--- config.mk ---
export PLATFORM = sky130hd
export DESIGN_NAME = mem_port_arbiter_flat
export DESIGN_NICKNAME = d
export VERILOG_FILES = /design/src/rtl/mem_port_arbiter_if.sv /design/src/rtl/mem_port_arbiter.sv /design/src/flat_wrapper.sv
export SDC_FILE = /design/constraint.sdc
export NUM_CORES = 1
export LEC_CHECK = 0
export ABC_AREA = 1
export CORE_AREA = 2 2 100 102
export CTS_CLUSTER_DIAMETER = 80
export DETAILED_ROUTE_END_ITERATION = 8
export DIE_AREA = 0 0 102 104
export GPL_TIMING_DRIVEN = 0
export PLACE_DENSITY = 0.67
export SLEW_MARGIN = 20
export SYNTH_ARGS = -nofsm -noshare
export SYNTH_HDL_FRONTEND = slang
export SYNTH_SLANG_ARGS = --single-unit
--- constraint.sdc ---
create_clock -name clk -period 1.15 [get_ports clk]
set_input_delay 0.1725 -clock clk [delete_from_list [all_inputs] [get_ports clk]]
set_output_delay 0.1725 -clock clk [all_outputs]
set_load 0.1 [all_outputs]
--- src/rtl/mem_port_arbiter_if.sv ---
// Bus bundle between the fetch requester (I), the load/store requester (D),
// the arbiter, and the single-port memory array.
interface mem_port_arbiter_if #(
  parameter int ADDR_W = 16
);
  // Fetch requester
  logic              i_req;
  logic [31:0]       i_addr;
  logic              i_gnt;
  logic              i_rvalid;
  logic [31:0]       i_rdata;

  // Load/store requester
  logic              d_req;
  logic              d_we;
  logic [3:0]        d_be;
  logic [31:0]       d_addr;
  logic [31:0]       d_wdata;
  logic              d_gnt;
  logic              d_rvalid;
  logic [31:0]       d_rdata;

  // Memory port
  logic              m_en;
  logic              m_we;
  logic [3:0]        m_be;
  logic [ADDR_W-1:0] m_addr;
  logic [31:0]       m_wdata;
  logic [31:0]       m_rdata;

  // Arbiter view
  modport slave (
    input  i_req, i_addr,
    output i_gnt, i_rvalid, i_rdata,
    input  d_req, d_we, d_be, d_addr, d_wdata,
    output d_gnt, d_rvalid, d_rdata,
    output m_en, m_we, m_be, m_addr, m_wdata,
    input  m_rdata
  );

  // Requesters plus memory array view
  modport master (
    output i_req, i_addr,
    input  i_gnt, i_rvalid, i_rdata,
    output d_req, d_we, d_be, d_addr, d_wdata,
    input  d_gnt, d_rvalid, d_rdata,
    input  m_en, m_we, m_be, m_addr, m_wdata,
    output m_rdata
  );
endinterface

--- src/rtl/mem_port_arbiter.sv ---
// Single-port memory arbiter: data side has priority, a streak limiter forces a
// fetch grant after D_STREAK_MAX consecutive data wins; 1-cycle read return.
module mem_port_arbiter #(
  parameter int ADDR_W       = 16,
  parameter int D_STREAK_MAX = 4
) (
  input  logic                clk,
  input  logic                rst,
  mem_port_arbiter_if.slave   bus
);

  typedef enum logic {
    D_PRIO  = 1'b0,
    I_FORCE = 1'b1
  } state_e;

  localparam logic [3:0] STREAK_MAX = 4'(D_STREAK_MAX);

  state_e      state_q, state_d;
  logic [3:0]  streak_q, streak_d;
  logic        i_gnt, d_gnt;
  logic        i_rvalid_q, d_rvalid_q, d_store_q;
  logic [31:0] sel_addr;

  // Grant decision; held off entirely while reset is asserted.
  // NOTE: every always_comb output gets a default first so no path can infer a latch.
  always_comb begin
    i_gnt = 1'b0;
    d_gnt = 1'b0;
    if (rst) begin
      i_gnt = bus.i_req & (~bus.d_req | (state_q == I_FORCE));
      d_gnt = bus.d_req & ~i_gnt;
    end
  end

  always_comb begin
    sel_addr = '0;
    if (d_gnt) begin
      sel_addr = bus.d_addr;
    end else if (i_gnt) begin
      sel_addr = bus.i_addr;
    end
  end

  assign bus.i_gnt   = i_gnt;
  assign bus.d_gnt   = d_gnt;
  assign bus.m_en    = i_gnt | d_gnt;
  assign bus.m_we    = d_gnt & bus.d_we;
  assign bus.m_be    = (d_gnt & bus.d_we) ? bus.d_be : 4'b0000;
  assign bus.m_addr  = sel_addr[ADDR_W+1:2];
  assign bus.m_wdata = d_gnt ? bus.d_wdata : 32'h0;

  // Starvation limiter. I_FORCE always lasts one cycle: either I is granted or
  // i_req has dropped, and both cases return to D_PRIO with a cleared streak.
  always_comb begin
    state_d  = state_q;
    streak_d = streak_q;
    unique case (state_q)
      D_PRIO: begin
        if (!bus.i_req || i_gnt) begin
          streak_d = 4'd0;
        end else if (d_gnt) begin
          streak_d = streak_q + 4'd1;
          if (streak_d == STREAK_MAX) begin
            state_d = I_FORCE;
          end
        end
      end
      I_FORCE: begin
        streak_d = 4'd0;
        state_d  = D_PRIO;
      end
      default: begin
        streak_d = 4'd0;
        state_d  = D_PRIO;
      end
    endcase
  end

  // NOTE: sequential state uses non-blocking assignments so every flop samples pre-edge values.
  always_ff @(posedge clk or negedge rst) begin
    if (!rst) begin
      state_q    <= D_PRIO;
      streak_q   <= 4'd0;
      i_rvalid_q <= 1'b0;
      d_rvalid_q <= 1'b0;
      d_store_q  <= 1'b0;
    end else begin
      state_q    <= state_d;
      streak_q   <= streak_d;
      i_rvalid_q <= i_gnt;
      d_rvalid_q <= d_gnt;
      d_store_q  <= d_gnt & bus.d_we;
    end
  end

  // Response routing: memory data goes only to the owner of last cycle's grant.
  assign bus.i_rvalid = i_rvalid_q;
  assign bus.i_rdata  = i_rvalid_q ? bus.m_rdata : 32'h0;
  assign bus.d_rvalid = d_rvalid_q;
  assign bus.d_rdata  = (d_rvalid_q & ~d_store_q) ? bus.m_rdata : 32'h0;

  // Byte-offset and high address bits are intentionally ignored.
  logic unused_addr_bits;
  assign unused_addr_bits = &{1'b0, bus.i_addr[1:0], bus.i_addr[31:ADDR_W+2],
                              bus.d_addr[1:0], bus.d_addr[31:ADDR_W+2]};

endmodule

--- src/flat_wrapper.sv ---
// flat-port wrapper written by rule: the top's interface ports become plain ports
module mem_port_arbiter_flat 
#(
  parameter int ADDR_W       = 16,
  parameter int D_STREAK_MAX = 4
)
  (clk, rst, bus_i_req, bus_i_addr, bus_i_gnt, bus_i_rvalid, bus_i_rdata, bus_d_req, bus_d_we, bus_d_be, bus_d_addr, bus_d_wdata, bus_d_gnt, bus_d_rvalid, bus_d_rdata, bus_m_en, bus_m_we, bus_m_be, bus_m_addr, bus_m_wdata, bus_m_rdata);
  mem_port_arbiter_if #(.ADDR_W(ADDR_W)) bus_i ();
  input  logic clk;
  input  logic rst;
  input wire logic [$bits(bus_i.i_req)-1:0] bus_i_req;
  input wire logic [$bits(bus_i.i_addr)-1:0] bus_i_addr;
  output wire logic [$bits(bus_i.i_gnt)-1:0] bus_i_gnt;
  output wire logic [$bits(bus_i.i_rvalid)-1:0] bus_i_rvalid;
  output wire logic [$bits(bus_i.i_rdata)-1:0] bus_i_rdata;
  input wire logic [$bits(bus_i.d_req)-1:0] bus_d_req;
  input wire logic [$bits(bus_i.d_we)-1:0] bus_d_we;
  input wire logic [$bits(bus_i.d_be)-1:0] bus_d_be;
  input wire logic [$bits(bus_i.d_addr)-1:0] bus_d_addr;
  input wire logic [$bits(bus_i.d_wdata)-1:0] bus_d_wdata;
  output wire logic [$bits(bus_i.d_gnt)-1:0] bus_d_gnt;
  output wire logic [$bits(bus_i.d_rvalid)-1:0] bus_d_rvalid;
  output wire logic [$bits(bus_i.d_rdata)-1:0] bus_d_rdata;
  output wire logic [$bits(bus_i.m_en)-1:0] bus_m_en;
  output wire logic [$bits(bus_i.m_we)-1:0] bus_m_we;
  output wire logic [$bits(bus_i.m_be)-1:0] bus_m_be;
  output wire logic [$bits(bus_i.m_addr)-1:0] bus_m_addr;
  output wire logic [$bits(bus_i.m_wdata)-1:0] bus_m_wdata;
  input wire logic [$bits(bus_i.m_rdata)-1:0] bus_m_rdata;
  assign bus_i.i_req = bus_i_req;
  assign bus_i.i_addr = bus_i_addr;
  assign bus_i_gnt = bus_i.i_gnt;
  assign bus_i_rvalid = bus_i.i_rvalid;
  assign bus_i_rdata = bus_i.i_rdata;
  assign bus_i.d_req = bus_d_req;
  assign bus_i.d_we = bus_d_we;
  assign bus_i.d_be = bus_d_be;
  assign bus_i.d_addr = bus_d_addr;
  assign bus_i.d_wdata = bus_d_wdata;
  assign bus_d_gnt = bus_i.d_gnt;
  assign bus_d_rvalid = bus_i.d_rvalid;
  assign bus_d_rdata = bus_i.d_rdata;
  assign bus_m_en = bus_i.m_en;
  assign bus_m_we = bus_i.m_we;
  assign bus_m_be = bus_i.m_be;
  assign bus_m_addr = bus_i.m_addr;
  assign bus_m_wdata = bus_i.m_wdata;
  assign bus_i.m_rdata = bus_m_rdata;
  mem_port_arbiter #(.ADDR_W(ADDR_W), .D_STREAK_MAX(D_STREAK_MAX)) u_core (.clk(clk), .rst(rst), .bus(bus_i));
endmodule
# Yosys cells after proc, flatten, opt, wreduce, memory -nomap -nowiden
# Index checks and enable logic that the tools add are counted.
[classes]
addsub = 1
multipliers = 0
div = 0
n_lt_le_gt_ge = 0
n_eq_ne = 2
n_shift = 0
n_mux = 15
n_bitwise = 10
reduce_logical = 2
[ops]
columns = ["operator", "count"]
rows = [
  ["32-bit two-way mux", 3],
  ["18-bit two-way mux", 2],
  ["4-bit two-way mux", 3],
  ["4-bit case mux with 2 select lines", 1],
  ["1-bit two-way mux", 5],
  ["4-bit by 1-bit adder with 4-bit output (second input constant)", 1],
  ["1-bit bitwise AND", 4],
  ["4-bit by 3-bit equality test with 1-bit output (second input constant)", 1],
  ["1-bit inverter", 4],
  ["3-bit by 1-bit inequality test with 1-bit output (second input constant)", 1],
  ["1-bit bitwise OR", 2],
  ["1-bit case mux with 2 select lines", 1],
  ["1-bit logical NOT", 1],
  ["1-bit logical OR", 1],
]
[totals]
ff_bits = 8
latch_bits = 0
mem_bits_rw = 0
mem_bits_ro = 0
in_bits = 137
output_inout_bits = 122
elab_cells = 35
memories = 0

# Longest topological paths before layout
# Gate-level depths: netlist of the first run.
[logic_depth]
ltp_word = 9
ltp_mapped = 6

# Worst setup path after synthesis of the first run
# No wires, ideal clock.
[synth_timing]
path_kind = "register -> output"
start = "reg u_core.state_q"
end = "out bus_m_addr[0]"
arrival_time_ns = 2.712
t_required_ns = 0.978
setup_slack_ns = -1.735
stages_incl_launch_ff = 5
path_buffers = 0
cell_sequence = "dfrtp_1 > inv_2 > nand2_2 > nand3_2 > o21ai_0"
[synth_via]
elab_chain_len = 6
[synth_rtl]
columns = ["element", "line_no", "text"]
rows = [
  ["start: declaration", "mem_port_arbiter.sv:19", "state_e state_q, state_d;"],
  ["start signal: assignment", "mem_port_arbiter.sv:89", "state_q <= state_d;"],
  ["1-bit bitwise OR *", "mem_port_arbiter.sv:31", "i_gnt = bus.i_req & (~bus.d_req | (state_q == I_FORCE));"],
  ["1-bit bitwise AND *", "mem_port_arbiter.sv:31", ""],
  ["1-bit inverter", "mem_port_arbiter.sv:32", "d_gnt = bus.d_req & ~i_gnt;"],
  ["1-bit bitwise AND", "mem_port_arbiter.sv:32", ""],
  ["1-bit two-way mux", "mem_port_arbiter.sv:30", "if (rst) begin"],
  ["18-bit two-way mux *", "mem_port_arbiter.sv:38", "if (d_gnt) begin"],
  ["end: declaration", "flat_wrapper.sv:27", "output wire logic [$bits(bus_i.m_addr)-1:0] bus_m_addr;"],
]
# Mark *: on every way between the ends. The rest lies on a longest branch, timed or not.

# Final worst setup path of the first run
[layout_timing]
start = "reg u_core.state_q"
end = "out bus_m_wdata[16]"
[layout_via]
elab_chain_len = 6
[layout_rtl]
columns = ["element", "line_no", "text"]
rows = [
  ["1-bit bitwise OR", "mem_port_arbiter.sv:31", ""],
  ["1-bit bitwise AND", "mem_port_arbiter.sv:31", ""],
  ["1-bit inverter", "mem_port_arbiter.sv:32", ""],
  ["1-bit bitwise AND", "mem_port_arbiter.sv:32", ""],
  ["1-bit two-way mux", "mem_port_arbiter.sv:30", ""],
  ["32-bit two-way mux", "mem_port_arbiter.sv:51", "assign bus.m_wdata = d_gnt ? bus.d_wdata : 32'h0;"],
  ["end: declaration", "flat_wrapper.sv:28", "output wire logic [$bits(bus_i.m_wdata)-1:0] bus_m_wdata;"],
]
# Every way passes these cells.

==> run_results.csv, run 1 <==
group,metric,value,unit
clock_network,h-tree-depth,1,
synth,ys.warnings.count,0,
sta,worst_slew_pin_slew,363,ps
sta,rsz0062_at_grt,"true",
finish,layout_common_cells,"buf_12 (111), clkdlybuf4s50_1 (99), inv_1 (90)",
synth,synthCells,313,
synth,synth.distinct_cells,22,
critical_path,worstRegToRegCells,6,
finish,post-route-cell-area,0.00695,sq mm
power,p_int,1790,uW
sta,slew_viol_final,0,
drt,ant_nets,0,
synth,netlist_top_cells_area,"inv_1 (29%), dfrtp_1 (13%), nand2_1 (12%)",
critical_path,path_common_cell,"nand2_8",
critical_path,regToRegSetupSlack,20,ps
sta,setup_slack,-494,ps
power,vdd_drop_max,313,uV
floorplan,die_y,104,microns
synth,netlist_area,0.00160,sq mm
finish,fill_cells,619,
synth,seq_area_frac_synth,12.5,%
global_route,antenna_found_initial,0,
synth,yosysTopAreaCell,"inv_1",
power,p_leak,0.00310,uW
global_route,grt_max_degree,11,
drt,wl_per_cell,14.4,microns
critical_path,r2r_start,"u_core.state_q",
critical_path,endpoint_kind,"output port",
global_route,grt_pass1_wl,14.8,mm
critical_path,startpoint,"u_core.state_q",
power,pwr-share-clk,8.8,%
clock_network,clk_latency,230,ps
power,power_density,550,mW/mm^2
power,switching_share,53.1,%
finish,diodes,0,
place,routabilityCongestion,0.801,
critical_path,crit_end,"bus_m_wdata[16]",
drt,dr_total_vias,2913,
floorplan,core_area,0.00955,sq mm
critical_path,cp_top_family,"buffers and inverters",
sta,fmax,0.608,GHz
critical_path,worst-path-buf-inv,3,
critical_path,slowest_stage,"dfrtp_1",
critical_path,critPathMaxStageDelay,360,ps
sta,setup_viol,121,
finish,nets,731,
critical_path,worstSetupPathType,"reg -> out",
finish,final_layout_size_suffix_gt1_share,60.1,%
floorplan,fp-row-count,36,
critical_path,crit_cells,7,
drt,drt_iter0_markers,53,
sta,fin_tns_setup,-48740,ps
run_status,violations,"setup timing",
sta,timing.hold.ws,486,ps
synth,synth_top_area_share,29.4,%
critical_path,cp-start-kind,"register",
critical_path,cp_data_arrival_time,1470,ps
drt,vias_per_cell,4.02,
power,combPwrFrac,83.2,%
drt,firstDrtPassIters,4,
critical_path,timing.rr.end,"u_core.d_store_q",
finish,area_growth_syn_to_layout,336,%
floorplan,die_w,102,microns
drt,drt-total-wl,10.4,mm
run,max-cap-violations,0,
synth,avgSynthCellArea,5.10,sq um
sta,slew_headroom,75.7,%
power,p_switching,2030,uW
sta,fin_crit,1640,ps
sta,final_hold_viol_count,0,
clock_network,cts_buffers,3,
critical_path,crit_fanout,8,
finish,layout_commonest_cell,"buf_12",
clock_network,cts_tree,"done",
power,power.total,3820,uW
critical_path,cp.required,980,ps
synth,synth_nets,451,
global_route,grt-ovfl-total,0,
sta,fin_crit_sh,143,%
sta,skew,0.274,ps
global_route,gr-usage-all-layers,17.2,%
place,io_buffers,226,
clock_network,clock-root-buffer,"clkbuf_8",
critical_path,crit_chain,"inv_2 -> nand2_4 -> nand2_8 -> nand2_8 -> clkbuf_16 -> nor2_4 -> buf_12",
clock_network,path_clk_slew,40,ps
floorplan,die_area,0.0106,sq mm
power,seq_power_share,8.0,%
hold_path,hp-class,"in -> reg",
run_status,outcome,"complete, but fails checks",
place,hpwl,7.03,mm
hold_path,hold_start,"rst",
drt,drcViolationCount,0,
clock_network,clockBufferDepth,2,
floorplan,start_util,16.7,%
floorplan,pin_count,259,
global_route,grt_pass1_vias,3058,
synth,ys_ff_latch,8,
place,dpl_cell_area,0.00515,sq mm
finish,final_util,72.8,%
clock_network,cts_sinks,8,
timing repair:
action	4_1_cts	5_1_grt
endpoints found under the setup margin	130	124
setup buffers	18	24
hold buffers	1	0
endpoints found under the hold margin	8	0
pin swaps	3	11
gates cloned	4	4
gates resized for setup	1055	48
worst reg2reg max path, stage by stage (launching register included):
cell and delay (ps):
dfrtp_1 330, inv_2 50, nand2_4 90, nand2_8 100, nand3_4 170, clkinvlp_4 150
buf_6 130
metal layers:
| layer | track usage [%] | routed length [microns] | vias to the layer above |
|---|---|---|---|
| li1 | - | - | 1414 |
| met1 | 16.6 | 3530 | 1334 |
| met2 | 33.8 | 5710 | 153 |
| met3 | 6.45 | 1050 | 12 |
| met4 | 3.24 | 142 | 0 |
| met5 | 0 | 0 | - |
synthesized netlist by cell type:
| cell type | n |
|---|---|
| nand2_2 | 2 |
| nand3_1 | 19 |
| nand3b_1 | 1 |
| nor2_1 | 41 |
| nand3_2 | 1 |
| buf_8 | 3 |
| nand4_1 | 2 |
| buf_6 | 1 |
| inv_1 | 125 |
| inv_4 | 1 |
| o21ai_0 | 8 |
| inv_2 | 2 |
| clkbuf_1 | 1 |
| buf_4 | 2 |
| nor2_2 | 29 |
| dfrtp_1 | 8 |
| ha_1 | 1 |
| o21ai_2 | 8 |
| nand2_4 | 2 |
| buf_2 | 5 |
| nand2_1 | 49 |
| o21ai_1 | 2 |
worst min path at each step:
stage,to,depth (start not counted)
after floorplan,u_core.d_store_q,0
after global routing,u_core.streak_q[0],3
final,u_core.streak_q[0],3
after detailed placement,u_core.streak_q[3],2
after global placement,u_core.streak_q[3],2
after CTS,u_core.streak_q[0],3
area by class of cell:
cell class,instances,area (sq um),area share [%]
flip-flops and latches,8,209,3.01
repair inverters,1,3.75,0.0540
well taps,133,166,2.39
clock buffers,3,41.3,0.594
inverters,128,629,9.05
repair buffers,274,3940,56.7
plain buffers,12,234,3.37
multi-input cells,165,1720,24.8
registers in the layout, indices dropped and copies added, names as in the netlist:
register and count:
u_core.bus.d_rvalid 1, u_core.streak_q 4, u_core.state_q 1, u_core.d_store_q 1, u_core.bus.i_rvalid 1
power groups by stage:
stage	clock, uW	combinational, uW	sequential [uW]
4_1_cts	339	3010	308
3_3_place_gp	0	2520	310
5_1_grt	367	3290	308
2_1_floorplan	0	1740	331
3_5_place_dp	0	2530	311
6_report	337	3180	306
metrics by stage:
step / cells / setup WS [ps]
after floorplan: 313 / -513
after global placement: 672 / -1930
after detailed placement: 672 / -1960
after CTS: 698 / -510
after global routing: 724 / -559
final: 724 / -494
cell families after synthesis:
group | Yosys count | share of synthesized area [%]
flip-flops | 8 | 12.5
buffers and inverters | 140 | 36.5
AND/OR/NAND/NOR | 146 | 42.6
AO/OA/AOI/OAI | 18 | 7.53
adder cells (fa/ha/maj) | 1 | 0.784
No activity file was read; power rests on OpenSTA's default activity.
==> run 2: changes to the inputs <==
==> constraint.sdc (replaced) <==
create_clock -name clk -period 1.15 [get_ports clk]
set_input_delay 0.23 -clock clk [delete_from_list [all_inputs] [get_ports clk]]
set_output_delay 0.23 -clock clk [all_outputs]
set_load 0.1 [all_outputs]
==> run 2 against run 1 <==
Compared with the run above: the run still ends with setup timing left; count of clock-buffer cells in the layout up 1; clock skew up 2.0 ps; via count up 1.5%; flip-flop and latch count unchanged; power up 1.3%; non-clock buffer count down 12; first-iteration DRC count down 42%; maximum frequency down 4.4%; hold slack worse by 25 ps; cell count down 1.5%; global-route usage up 1.2 points; clock power up 7.4%; critical endpoint is now bus_m_addr[5]; highest routed layer unchanged.
==> run_results.csv, run 2 (synthesis gave the netlist of run 1 again) <==
group,metric,value,unit
run_status,outcome,"complete, but fails checks",
run_status,violations,"setup timing",
floorplan,die_y,104,microns
drt,dr_total_vias,2958,
hold_path,hp-class,"in -> reg",
drt,ant_nets,0,
global_route,antenna_found_initial,0,
critical_path,cp.required,920,ps
clock_network,clk_latency,230,ps
power,power.total,3870,uW
finish,instances_no_fill,713,
run,max-cap-violations,0,
sta,slew_viol_final,0,
finish,layout_commonest_cell,"buf_12",
sta,worst_slew_pin_slew,380,ps
critical_path,cp-start-kind,"register",
critical_path,worstSetupPathType,"reg -> out",
finish,diodes,0,
sta,final_hold_viol_count,0,
floorplan,die_area,0.0106,sq mm
drt,vias_per_cell,4.15,
power,vdd_drop_max,345,uV
sta,fin_crit_sh,150,%
global_route,gr-usage-all-layers,18.4,%
clock_network,h-tree-depth,1,
drt,drt-total-wl,10.6,mm
critical_path,regToRegSetupSlack,-110,ps
floorplan,fp-row-count,36,
drt,drcViolationCount,0,
clock_network,clock-root-buffer,"clkbuf_8",
place,routabilityCongestion,0.711,
sta,fin_tns_setup,-55490,ps
place,place_inst,672,
clock_network,cts_buffers,3,
sta,skew,2.30,ps
floorplan,die_w,102,microns
power,p_leak,0.00305,uW
sta,fin_crit,1720,ps
sta,setup_slack,-570,ps
floorplan,start_util,16.7,%
critical_path,crit_fanout,5,
finish,area_growth_syn_to_layout,337,%
global_route,grt-ovfl-total,0,
sta,rsz0062_at_grt,"true",
global_route,grt_pass1_vias,3203,
global_route,grt_max_degree,11,
global_route,grt_pass1_wl,15.7,mm
drt,drt_iter0_markers,31,
floorplan,pin_count,259,
place,place_ws,-2120,ps
sta,setup_viol,125,
finish,max_flop_register,"u_core.streak_q",
place,hpwl,6.97,mm
critical_path,cp_data_arrival_time,1490,ps
sta,slew_headroom,74.6,%
critical_path,endpoint_kind,"output port",
clock_network,cts_tree,"done",
clock_network,clockBufferDepth,2,
floorplan,core_area,0.00955,sq mm
clock_network,path_clk_slew,40,ps
finish,final_layout_size_suffix_gt1_share,61.2,%
sta,fmax,0.581,GHz
finish,layout_common_cells,"buf_12 (108), clkdlybuf4s50_1 (99), inv_1 (90)",
place,io_buffers,226,
drt,wl_per_cell,14.9,microns
finish,largest_reg_flops,4,
finish,nets,719,
drt,firstDrtPassIters,4,
sta,timing.hold.ws,461,ps
clock_network,cts_sinks,8,
power,power_density,556,mW/mm^2
[run 2: path summary, 6_finish.rpt]
| check | start | endpoint | cells past startpoint |
|---|---|---|---|
| max reg2reg | u_core.state_q | u_core.bus.i_rvalid | 7 |
| max in group asynchronous | rst | u_core.bus.i_rvalid | 2 |
| min in group asynchronous | rst | u_core.streak_q[2] | 2 |
| max | u_core.state_q | bus_m_addr[5] | 8 |
| min | rst | u_core.streak_q[2] | 3 |
| min reg2reg | u_core.streak_q[3] | u_core.streak_q[3] | 2 |
[run 2: area by class of cell]
class                   instances  area, sq um
clock buffers                   4         45.0
fillers                       641         2580
repair inverters                1         3.75
plain buffers                   7          139
inverters                     128          629
flip-flops and latches          8          208
repair buffers                267         3920
well taps                     133          166
multi-input cells             165         1850
[run 2: metrics by stage]
| step | instance area, sq um | utilization (%) |
|---|---|---|
| 6_report | 6970 | 72.9 |
| 5_1_grt | 6970 | 72.9 |
| 4_1_cts | 6760 | 70.7 |
| 3_5_place_dp | 5160 | 54.1 |
| 3_3_place_gp | 5160 | 54.1 |
| 2_1_floorplan | 2740 | - |
[run 2: layer usage]
metal / wire length (microns) / GRT usage [%] / part of all wire [%]
met1: 3160 / 16.9 / 30
met4: 282 / 4.95 / 2.7
met2: 6010 / 37.3 / 57
met5: 0 / 0 / 0
met3: 1150 / 5.71 / 11
[run 2: what timing repair did]
item	CTS	global route
pin swaps	8	7
hold endpoints to repair	8	0
endpoints found under the setup margin	130	125
gates resized for setup	1097	37
setup buffers	21	11
cloned	7	5
hold buffers	1	0
[run 2: worst max-delay path, cell delays in order (launching register included)]
cell	delay, ps
dfrtp_1	370
inv_2	80
nand2_4	80
nand2_8	110
buf_6	130
clkbuf_16	150
nand3_2	80
o21ai_4	80
buf_12	190
[run 2: where the power goes]
group / leakage, uW / total, uW / internal [uW] / switching, uW
clock network: 0.0000228 / 362 / 241 / 121
registers: 0.000106 / 307 / 292 / 15.2
logic: 0.00292 / 3200 / 1270 / 1930
==> run 3: changes to the inputs <==
Settings changed: CORE_AREA 2 2 100 102 to 2 2 101 103, DIE_AREA 0 0 102 104 to 0 0 103 105, PLACE_DENSITY 0.67 to 0.69.
Clock period 1.15 ns to 1.5 ns, I/O delays scaled along.
==> run 3 against run 2 <==
Compared with the run above: highest routed layer unchanged; sequential share of layout area rose by 0.089 points; via count fell by 2.2%; largest cell class unchanged; critical endpoint is now bus_m_wdata[19]; hold slack barely moved; register-to-register slack improved by 370 ps; the run still ends with setup timing left.
==> run_results.csv, run 3 (synthesis gave the netlist of run 1 again) <==
group,metric,value,unit
floorplan,die_area,0.0108,sq mm
global_route,grt_max_degree,11,
finish,layout_common_cells,"buf_12 (112), inv_1 (90), clkdlybuf4s50_1 (90)",
clock_network,cts_sinks,8,
global_route,grt.met2_usage,37.1,%
critical_path,cp_data_arrival_time,1470,ps
place,io_buffers,226,
clock_network,cts_tree,"done",
floorplan,fp-row-count,36,
critical_path,cp.required,1200,ps
finish,final_layout_size_suffix_gt1_share,61.1,%
sta,rsz0062_at_grt,"true",
finish,nets,716,
drt,drt_iter0_markers,45,
global_route,antenna_found_initial,0,
sta,fin_crit,1770,ps
critical_path,slowest_stage,"dfrtp_1",
sta,slew_viol_final,0,
hold_path,hp-class,"in -> reg",
global_route,grt_pass1_wl,15.7,mm
run_status,violations,"setup timing",
place,routabilityCongestion,0.829,
global_route,grt-ovfl-total,0,
global_route,grt.busiest_layer,"met2",
run_status,outcome,"complete, but fails checks",
critical_path,cp-start-kind,"register",
sta,timing.hold.ws,461,ps
power,p_leak,0.00303,uW
power,vdd_drop_max,265,uV
sta,worst_slew_pin_slew,493,ps
sta,final_hold_viol_count,0,
drt,firstDrtPassIters,4,
drt,drcViolationCount,0,
finish,layout_commonest_cell,"buf_12",
clock_network,clock-root-buffer,"clkbuf_8",
sta,setup_slack,-266,ps
clock_network,clk_latency,230,ps
drt,vias_per_cell,4.08,
finish,max_flop_register,"u_core.streak_q",
finish,fill_cells,691,
finish,largest_reg_flops,4,
clock_network,h-tree-depth,1,
place,dpl_cell_area,0.00513,sq mm
floorplan,core_area,0.00964,sq mm
global_route,gr-usage-all-layers,18.3,%
critical_path,crit_fanout,10,
critical_path,worstSetupPathType,"reg -> out",
finish,area_growth_syn_to_layout,324,%
sta,fin_tns_setup,-19840,ps
global_route,gr-usage-met3,5.42,%
drt,wl_per_cell,14.9,microns
place,place_ws,-1890,ps
finish,post-route-cell-area,0.00676,sq mm
global_route,grt_pass1_vias,3105,
sta,fin_crit_sh,118,%
floorplan,die_y,105,microns
clock_network,clockBufferDepth,2,
clock_network,cts_buffers,3,
sta,fmax,0.566,GHz
critical_path,cp_top_family,"buffers and inverters",
sta,slew_headroom,67.3,%
critical_path,worst-path-buf-inv,3,
power,power_density,427,mW/mm^2
run,max-cap-violations,0,
finish,diodes,0,
drt,ant_nets,0,
clock_network,path_clk_slew,40,ps
floorplan,pin_count,259,
drt,drt-total-wl,10.6,mm
global_route,met1_usage,17.3,%
sta,setup_viol,113,
floorplan,start_util,16.5,%
critical_path,endpoint_kind,"output port",
critical_path,critPathMaxStageDelay,370,ps
critical_path,crit_chain,"inv_2 -> nand2_4 -> nand2_8 -> nand2_8 -> buf_12 -> nor2_4 -> buf_12",
drt,dr_total_vias,2893,
sta,skew,2.91,ps
floorplan,die_w,103,microns
place,hpwl,7.28,mm
run 3: layout make-up:
class	count	area, sq um	area share, %
buffer	11	216	3.20
timing repair buffer	259	3720	55.1
inverter	128	616	9.10
timing repair inverter	1	3.75	0.0555
clock buffer	3	41.3	0.611
multi-input combinational	166	1790	26.4
sequential	8	208	3.07
tap	133	166	2.46
run 3: worst paths after layout:
path                               startpoint             endpoint  cells past startpoint  slack, ps
hold reg to reg            u_core.streak_q[3]   u_core.streak_q[3]                      2        550
hold / removal                            rst   u_core.streak_q[2]                      3        460
setup reg to reg               u_core.state_q     u_core.d_store_q                      7        260
max in group asynchronous                 rst  u_core.bus.d_rvalid                      2        640
min in group asynchronous                 rst  u_core.bus.i_rvalid                      2        560
setup / recovery               u_core.state_q      bus_m_wdata[19]                      7       -270
run 3: stage by stage:
step / utilization, % / total power (uW) / std cells
floorplan: - / 1580 / 313
global route: 70.2 / 2980 / 709
CTS: 67.0 / 2820 / 696
finish: 70.2 / 2890 / 709
global placement: 53.2 / 2160 / 672
detailed placement: 53.2 / 2180 / 672
run 3: timing repair:
action,4_1_cts,5_1_grt
endpoints found under the hold margin,8,0
hold buffers,1,0
setup endpoints to repair,129,120
pin swaps,7,9
resized for setup,1066,45
buffers inserted,14,12
gates cloned,6,4
run 3: where the power goes:
group	internal (uW)	switching (uW)	total, uW	leakage (uW)
clock	174	85.7	260	0.0000216
sequential	224	12.1	236	0.000106
combinational	934	1460	2390	0.00291
total	1330	1550	2890	0.00303
run 3: worst reg2reg max path, cell delays in order (launching register included):
cell	delay, ps
dfrtp_1	330
inv_2	50
nand2_4	100
nand2_8	90
buf_12	140
nand3_4	130
clkinvlp_4	140
buf_4	140
run 3: layer usage:
layer	share of wire, %	routed length, microns	vias to the layer above
li1	-	-	1385
met1	30	3200	1330
met2	58	6100	166
met3	11	1120	12
met4	1.3	138	0
met5	0	0	-
